## src/rtl/gmii_rx_framer_if.sv

```systemverilog
// Bus bundle for the GMII receive framer: byte stream in, packed words and
// frame counters out. The framer uses the slave view; the byte source and
// packet sink side uses the master view.
interface gmii_rx_framer_if;
  logic        gmii_en_i;
  logic        gmii_er_i;
  logic [7:0]  gmii_data_i;
  logic        pkt_valid_o;
  logic        pkt_sop_o;
  logic        pkt_eop_o;
  logic [31:0] pkt_data_o;
  logic [1:0]  pkt_mod_o;
  logic        pkt_err_o;
  logic [10:0] pkt_len_o;
  logic [31:0] good_cnt_o;
  logic [31:0] bad_cnt_o;

  modport master (
    output gmii_en_i, gmii_er_i, gmii_data_i,
    input  pkt_valid_o, pkt_sop_o, pkt_eop_o, pkt_data_o, pkt_mod_o,
    input  pkt_err_o, pkt_len_o, good_cnt_o, bad_cnt_o
  );

  modport slave (
    input  gmii_en_i, gmii_er_i, gmii_data_i,
    output pkt_valid_o, pkt_sop_o, pkt_eop_o, pkt_data_o, pkt_mod_o,
    output pkt_err_o, pkt_len_o, good_cnt_o, bad_cnt_o
  );
endinterface

```

## src/rtl/gmii_rx_framer.sv

```systemverilog
// GMII receive framer: finds the SFD, packs payload bytes big-endian into
// 32-bit words, tags sop/eop/mod/len/err on each word and counts good and
// bad frames. No backpressure; every output is registered.
module gmii_rx_framer #(
  parameter int unsigned MIN_LEN = 60,
  parameter int unsigned MAX_LEN = 1514
) (
  input logic            clk,
  input logic            rst_n,
  gmii_rx_framer_if.slave bus
);

  typedef enum logic [1:0] {IDLE, PREAMBLE, DATA, DROP} state_t;

  localparam logic [7:0]  PRE_BYTE = 8'h55;
  localparam logic [7:0]  SFD_BYTE = 8'hD5;
  localparam logic [10:0] LEN_SAT  = 11'd2047;
  localparam logic [10:0] MIN_L    = 11'(MIN_LEN);
  localparam logic [10:0] MAX_L    = 11'(MAX_LEN);

  state_t      state;
  logic [31:0] asm_word;    // word under assembly; unused lanes stay zero
  logic [1:0]  lane;        // next byte lane, wraps independently of len
  logic        word_full;   // asm_word complete, waiting for next byte or end
  logic        first_word;  // next emitted word is the frame's first
  logic [10:0] len;         // payload bytes so far, saturating
  logic        er_seen;     // sticky receive error within DATA
  logic        frame_err;

  // Frame error as it would be reported if the frame ended now.
  always_comb frame_err = er_seen || (len < MIN_L) || (len > MAX_L);

  // Framer state machine with registered word and counter outputs.
  // NOTE: asynchronous active-low reset; every register including the
  // datapath is cleared so a mid-frame reset leaves no stale word behind.
  always_ff @(posedge clk or negedge rst_n) begin
    if (!rst_n) begin
      state           <= IDLE;
      asm_word        <= '0;
      lane            <= '0;
      word_full       <= 1'b0;
      first_word      <= 1'b0;
      len             <= '0;
      er_seen         <= 1'b0;
      bus.pkt_valid_o <= 1'b0;
      bus.pkt_sop_o   <= 1'b0;
      bus.pkt_eop_o   <= 1'b0;
      bus.pkt_data_o  <= '0;
      bus.pkt_mod_o   <= '0;
      bus.pkt_err_o   <= 1'b0;
      bus.pkt_len_o   <= '0;
      bus.good_cnt_o  <= '0;
      bus.bad_cnt_o   <= '0;
    end else begin
      // NOTE: strobe outputs get a non-blocking default here; a later
      // assignment in the same block wins, so they pulse for one cycle only.
      bus.pkt_valid_o <= 1'b0;
      bus.pkt_sop_o   <= 1'b0;
      bus.pkt_eop_o   <= 1'b0;
      bus.pkt_data_o  <= '0;
      bus.pkt_mod_o   <= '0;
      bus.pkt_err_o   <= 1'b0;
      bus.pkt_len_o   <= '0;

      unique case (state)
        IDLE, PREAMBLE: begin
          if (bus.gmii_en_i) begin
            if (bus.gmii_data_i == SFD_BYTE) begin
              state      <= DATA;
              lane       <= '0;
              word_full  <= 1'b0;
              first_word <= 1'b1;
              len        <= '0;
              er_seen    <= 1'b0;
            end else if (bus.gmii_data_i == PRE_BYTE) begin
              state <= PREAMBLE;
            end else begin
              state <= DROP;
            end
          end else begin
            state <= IDLE;
          end
        end

        DATA: begin
          if (bus.gmii_en_i) begin
            // First byte of a new word releases the previously completed one.
            if (lane == 2'd0 && word_full) begin
              bus.pkt_valid_o <= 1'b1;
              bus.pkt_sop_o   <= first_word;
              bus.pkt_data_o  <= asm_word;
              first_word      <= 1'b0;
            end
            unique case (lane)
              2'd0: asm_word        <= {bus.gmii_data_i, 24'h0};
              2'd1: asm_word[23:16] <= bus.gmii_data_i;
              2'd2: asm_word[15:8]  <= bus.gmii_data_i;
              2'd3: asm_word[7:0]   <= bus.gmii_data_i;
            endcase
            lane      <= lane + 2'd1;
            word_full <= (lane == 2'd3);
            if (len != LEN_SAT) len <= len + 11'd1;
            er_seen   <= er_seen | bus.gmii_er_i;
          end else begin
            state <= IDLE;
            if (len == '0) begin
              bus.bad_cnt_o <= bus.bad_cnt_o + 32'd1;
            end else begin
              bus.pkt_valid_o <= 1'b1;
              bus.pkt_sop_o   <= first_word;
              bus.pkt_eop_o   <= 1'b1;
              bus.pkt_data_o  <= asm_word;
              bus.pkt_mod_o   <= len[1:0];
              bus.pkt_err_o   <= frame_err;
              bus.pkt_len_o   <= len;
              if (frame_err) bus.bad_cnt_o  <= bus.bad_cnt_o + 32'd1;
              else           bus.good_cnt_o <= bus.good_cnt_o + 32'd1;
            end
          end
        end

        DROP: begin
          if (!bus.gmii_en_i) begin
            state         <= IDLE;
            bus.bad_cnt_o <= bus.bad_cnt_o + 32'd1;
          end
        end

        default: state <= IDLE;
      endcase
    end
  end

endmodule

```

## src/flat_wrapper.sv

```systemverilog
// flat-port wrapper written by rule: the top's interface ports become plain ports
module gmii_rx_framer_flat 
#(
  parameter int unsigned MIN_LEN = 60,
  parameter int unsigned MAX_LEN = 1514
)
  (clk, rst_n, bus_gmii_en_i, bus_gmii_er_i, bus_gmii_data_i, bus_pkt_valid_o, bus_pkt_sop_o, bus_pkt_eop_o, bus_pkt_data_o, bus_pkt_mod_o, bus_pkt_err_o, bus_pkt_len_o, bus_good_cnt_o, bus_bad_cnt_o);
  gmii_rx_framer_if bus_i ();
  input logic clk;
  input logic rst_n;
  input wire logic [$bits(bus_i.gmii_en_i)-1:0] bus_gmii_en_i;
  input wire logic [$bits(bus_i.gmii_er_i)-1:0] bus_gmii_er_i;
  input wire logic [$bits(bus_i.gmii_data_i)-1:0] bus_gmii_data_i;
  output wire logic [$bits(bus_i.pkt_valid_o)-1:0] bus_pkt_valid_o;
  output wire logic [$bits(bus_i.pkt_sop_o)-1:0] bus_pkt_sop_o;
  output wire logic [$bits(bus_i.pkt_eop_o)-1:0] bus_pkt_eop_o;
  output wire logic [$bits(bus_i.pkt_data_o)-1:0] bus_pkt_data_o;
  output wire logic [$bits(bus_i.pkt_mod_o)-1:0] bus_pkt_mod_o;
  output wire logic [$bits(bus_i.pkt_err_o)-1:0] bus_pkt_err_o;
  output wire logic [$bits(bus_i.pkt_len_o)-1:0] bus_pkt_len_o;
  output wire logic [$bits(bus_i.good_cnt_o)-1:0] bus_good_cnt_o;
  output wire logic [$bits(bus_i.bad_cnt_o)-1:0] bus_bad_cnt_o;
  assign bus_i.gmii_en_i = bus_gmii_en_i;
  assign bus_i.gmii_er_i = bus_gmii_er_i;
  assign bus_i.gmii_data_i = bus_gmii_data_i;
  assign bus_pkt_valid_o = bus_i.pkt_valid_o;
  assign bus_pkt_sop_o = bus_i.pkt_sop_o;
  assign bus_pkt_eop_o = bus_i.pkt_eop_o;
  assign bus_pkt_data_o = bus_i.pkt_data_o;
  assign bus_pkt_mod_o = bus_i.pkt_mod_o;
  assign bus_pkt_err_o = bus_i.pkt_err_o;
  assign bus_pkt_len_o = bus_i.pkt_len_o;
  assign bus_good_cnt_o = bus_i.good_cnt_o;
  assign bus_bad_cnt_o = bus_i.bad_cnt_o;
  gmii_rx_framer #(.MIN_LEN(MIN_LEN), .MAX_LEN(MAX_LEN)) u_core (.clk(clk), .rst_n(rst_n), .bus(bus_i));
endmodule
```

## config.mk

```make
export PLATFORM = sky130hd
export DESIGN_NAME = gmii_rx_framer_flat
export DESIGN_NICKNAME = d
export VERILOG_FILES = /design/src/rtl/gmii_rx_framer_if.sv /design/src/rtl/gmii_rx_framer.sv /design/src/flat_wrapper.sv
export SDC_FILE = /design/constraint.sdc
export NUM_CORES = 1
export LEC_CHECK = 0
export CAP_MARGIN = 0
export CELL_PAD_IN_SITES_DETAIL_PLACEMENT = 1
export CELL_PAD_IN_SITES_GLOBAL_PLACEMENT = 1
export CORE_UTILIZATION = 31
export CTS_BUF_LIST = sky130_fd_sc_hd__clkbuf_8 sky130_fd_sc_hd__clkbuf_16
export DETAILED_ROUTE_END_ITERATION = 12
export MAX_ROUTING_LAYER = met4
export PLACE_DENSITY = 0.59
export REMOVE_ABC_BUFFERS = 1
export SKIP_LAST_GASP = 1
export SLEW_MARGIN = 10
export SYNTH_ARGS = -nofsm -noshare
export SYNTH_HDL_FRONTEND = slang
export SYNTH_SLANG_ARGS = --single-unit
```

## constraint.sdc

```tcl
create_clock -name clk -period 2.98 [get_ports clk]
set_clock_uncertainty 0.2 [all_clocks]
set_input_delay 0.447 -clock clk [delete_from_list [all_inputs] [get_ports clk]]
set_output_delay 0.447 -clock clk [all_outputs]
set_load 0.01 [all_outputs]
```

==> impl_metrics.yaml <==
critical_path:
  slowest_stage: "or4_4"
  path_cells: "or4_4, or3_4, a31oi_4, or3b_1, xnor2_1"
  cp_top_family: "simple AND/OR/NAND/NOR gates"
  cp-start-kind: "flip-flop"
  crit_type: "flip-flop to flip-flop"
  crit_buf_inv: 0
  path_max_fanout: 8
  cp.arrival_ns: 2.73
  cp.required_ns: 3.09
  cp-end-kind: "flip-flop"
  max_stage_delay_ns: 0.58
pwr:
  power_density_nw_per_um2: 669
  ir_worst_vdd_uv: 373
  p_leak_nw: 3.94
route:
  postRouteAntennaNets: 0
  drc_errors: 0
  wirelength_um: 17500
  vias_per_cell: 4.88
  drtIter0Drc: 153
  drt-pass1-iter-count: 4
  wl_per_cell_um: 17.6
  vias: 4862
logic_synthesis:
  yosysTopAreaCell: "dfrtp_1"
  ys_warn_count: 0
  synth_edf_count: 0
  synth_top_area_share: 0.603
  ys_seq_elements: 161
  postSynthAreaPerCell_um2: 11.9
  ys_seq_area_frac: 0.603
  syn_area_um2: 6680
  async_reset_ff_frac: 1.00
  syn-instance-count: 560
  netlist-cell-type-count: 50
  synthTopCellsByArea: "dfrtp_1, xnor2_1, nand2_1"
  ys.flop_type: "dfrtp_1"
timing:
  hold_violations: 0
  rsz0062_at_grt: "false"
  slew_viol_final: 0
  max_slew_margin: 0.522
  fin_ws_ns: 0.353
  setup-violations-final: 0
  layout_worst_path_cycle_share: 0.882
  fmax_mhz: 381
  worst_slew_pin_slew_ns: 0.712
  timing.final.crit_period_ns: 2.63
clock_tree:
  insertion_delay_ns: 0.43
  cts_setup_buffers: 0
  numCtsBuffers: 17
  postCtsResizedCells: 0
  cts_root_buf: "clkbuf_16"
  cts_tree: "yes"
  clock_path_buffers: 2
  path_clk_slew_ns: 0.06
  cts.sinks: 161
  htree_levels: 4
global_route:
  grt_pass1_vias: 5408
  grt_max_degree: 60
  gr-total-overflow: 0
  grt_usage: 0.177
  grt_antenna_before_repair: 0
  grt_pass1_wl_um: 29600
place:
  post-place-ws_ns: 0.0336
  place_area_um2: 8370
  dp_hpwl_um: 12400
  portBuffers: 124
  gp_congestion: 0.831
finish:
  finalInstanceArea_um2: 8980
  area_growth_pct: 34.4
  fillCellCount: 2274
  antenna_cells: 0
  final_layout_size_suffix_gt1_frac: 0.117
  mostFrequentLayoutCells: "dfrtp_1, clkdlybuf4s50_1, xnor2_1"
  layout_commonest_cell: "dfrtp_1"
  fin_nets: 728
floorplanning:
  die_h_um: 149
  pin_count: 125
  start_util: 0.317
  rows: 53
  coreArea_um2: 21100
  die_w_um: 149
  die_area_um2: 22100
outcome:
  status: "complete, no violations"
run:
  drv_cap: 0
worst_hold_path:
  hp-class: "flip-flop to flip-flop"
[sequential cells by signal, summed over array words and instances (netlist names)]
name / cells
u_core.bus.pkt_data_o: 32
u_core.bus.pkt_len_o: 10
u_core.word_full: 1
u_core.bus.good_cnt_o: 32
u_core.bus.pkt_sop_o: 1
u_core.first_word: 1
u_core.bus.pkt_err_o: 1
u_core.er_seen: 1
u_core.len: 11
u_core.bus.pkt_mod_o: 1
u_core.state: 2
u_core.lane: 2
u_core.bus.bad_cnt_o: 32
u_core.bus.pkt_eop_o: 1
u_core.asm_word: 32
u_core.bus.pkt_valid_o: 1
[timing repair]
action / 4_1_cts / 5_1_grt
hold buffers: 1 / 0
setup endpoints to repair: 0 / 0
endpoints found under the hold margin: 55 / 0
[per-layer routing]
layer  wire (um)  up-vias  track usage
met1        8250     2494        0.233
li1            -     2245            -
met3         532       22       0.0349
met4         255        0       0.0536
met5           0        -            -
met2        8490      101        0.277
[final timing paths]
path,to,start,slack [ns],cells after the start
max reg2reg,u_core.bus.bad_cnt_o[5]$_DFFE_PN0P_,u_core.len[8]$_DFFE_PN0P_,0.35,5
min reg2reg,u_core.asm_word[4]$_DFFE_PN0P_,u_core.asm_word[4]$_DFFE_PN0P_,0.28,2
min in group asynchronous,u_core.bus.pkt_data_o[27]$_DFF_PN0_,rst_n,0.38,2
max,u_core.bus.bad_cnt_o[5]$_DFFE_PN0P_,u_core.len[8]$_DFFE_PN0P_,0.35,5
max in group asynchronous,u_core.len[8]$_DFFE_PN0P_,rst_n,1.44,3
min,u_core.asm_word[4]$_DFFE_PN0P_,u_core.asm_word[4]$_DFFE_PN0P_,0.28,2
[layout make-up]
class / instances / area (um2) / area share
timing repair buffer: 147 / 1430 / 0.159
inverter: 15 / 56.3 / 0.00627
multi-input combinational: 366 / 2520 / 0.280
clock buffer: 21 / 480 / 0.0535
sequential: 161 / 4030 / 0.449
clock inverter: 11 / 125 / 0.0139
tap: 275 / 344 / 0.0383
[cells in the mapped netlist, types with 4 or more instances]
library cell / instances
a21oi_1: 6
a22o_1: 18
a31oi_1: 7
and2_1: 9
and2b_1: 16
and3_1: 13
and4_1: 6
clkbuf_1: 10
dfrtp_1: 161
ha_1: 8
inv_1: 15
mux2_2: 11
nand2_1: 46
nand3_1: 30
nand4_1: 27
nor2_1: 15
nor2b_1: 19
nor3_1: 15
nor4_1: 4
o21ai_0: 11
or3_1: 6
xnor2_1: 56
xor2_1: 8
[worst register-to-register path, delay by kind of cell (launching register included)]
| family | cells | cell delay (ns) |
|---|---|---|
| AO/OA/AOI/OAI | 1 | 0.30 |
| XOR/XNOR | 1 | 0.13 |
| flip-flops | 1 | 0.46 |
| AND/OR/NAND/NOR | 3 | 1.42 |
[stage by stage]
| step | TNS [ns] | util | total power, mW | hold WS [ns] | cells |
|---|---|---|---|---|---|
| floorplan | -0.718 | - | 3.29 | -0.0486 | 542 |
| global placement | 0 | 0.397 | 3.78 | 0.257 | 963 |
| detailed placement | 0 | 0.397 | 3.81 | 0.265 | 963 |
| CTS | 0 | 0.426 | 6.09 | 0.280 | 996 |
| global route | 0 | 0.426 | 6.33 | 0.303 | 996 |
| finish | 0 | 0.426 | 6.01 | 0.278 | 996 |
[cells by family after synthesis]
group | Yosys count | synth area share
AND/OR/NAND/NOR | 227 | 0.197
flip-flops | 161 | 0.603
XOR/XNOR | 64 | 0.0839
AO/OA/AOI/OAI | 55 | 0.0603
buffers and inverters | 33 | 0.0212
multiplexers | 12 | 0.0200
adder cells (fa/ha/maj) | 8 | 0.0150
[power by group]
group          switching (mW)  total [mW]  leakage, nW  internal [mW]
logic                   0.443       0.944         1.50          0.501
registers               0.279        2.82         2.16           2.54
clock network           0.922        2.25        0.290           1.33
No activity file was read; power rests on OpenSTA's default activity.
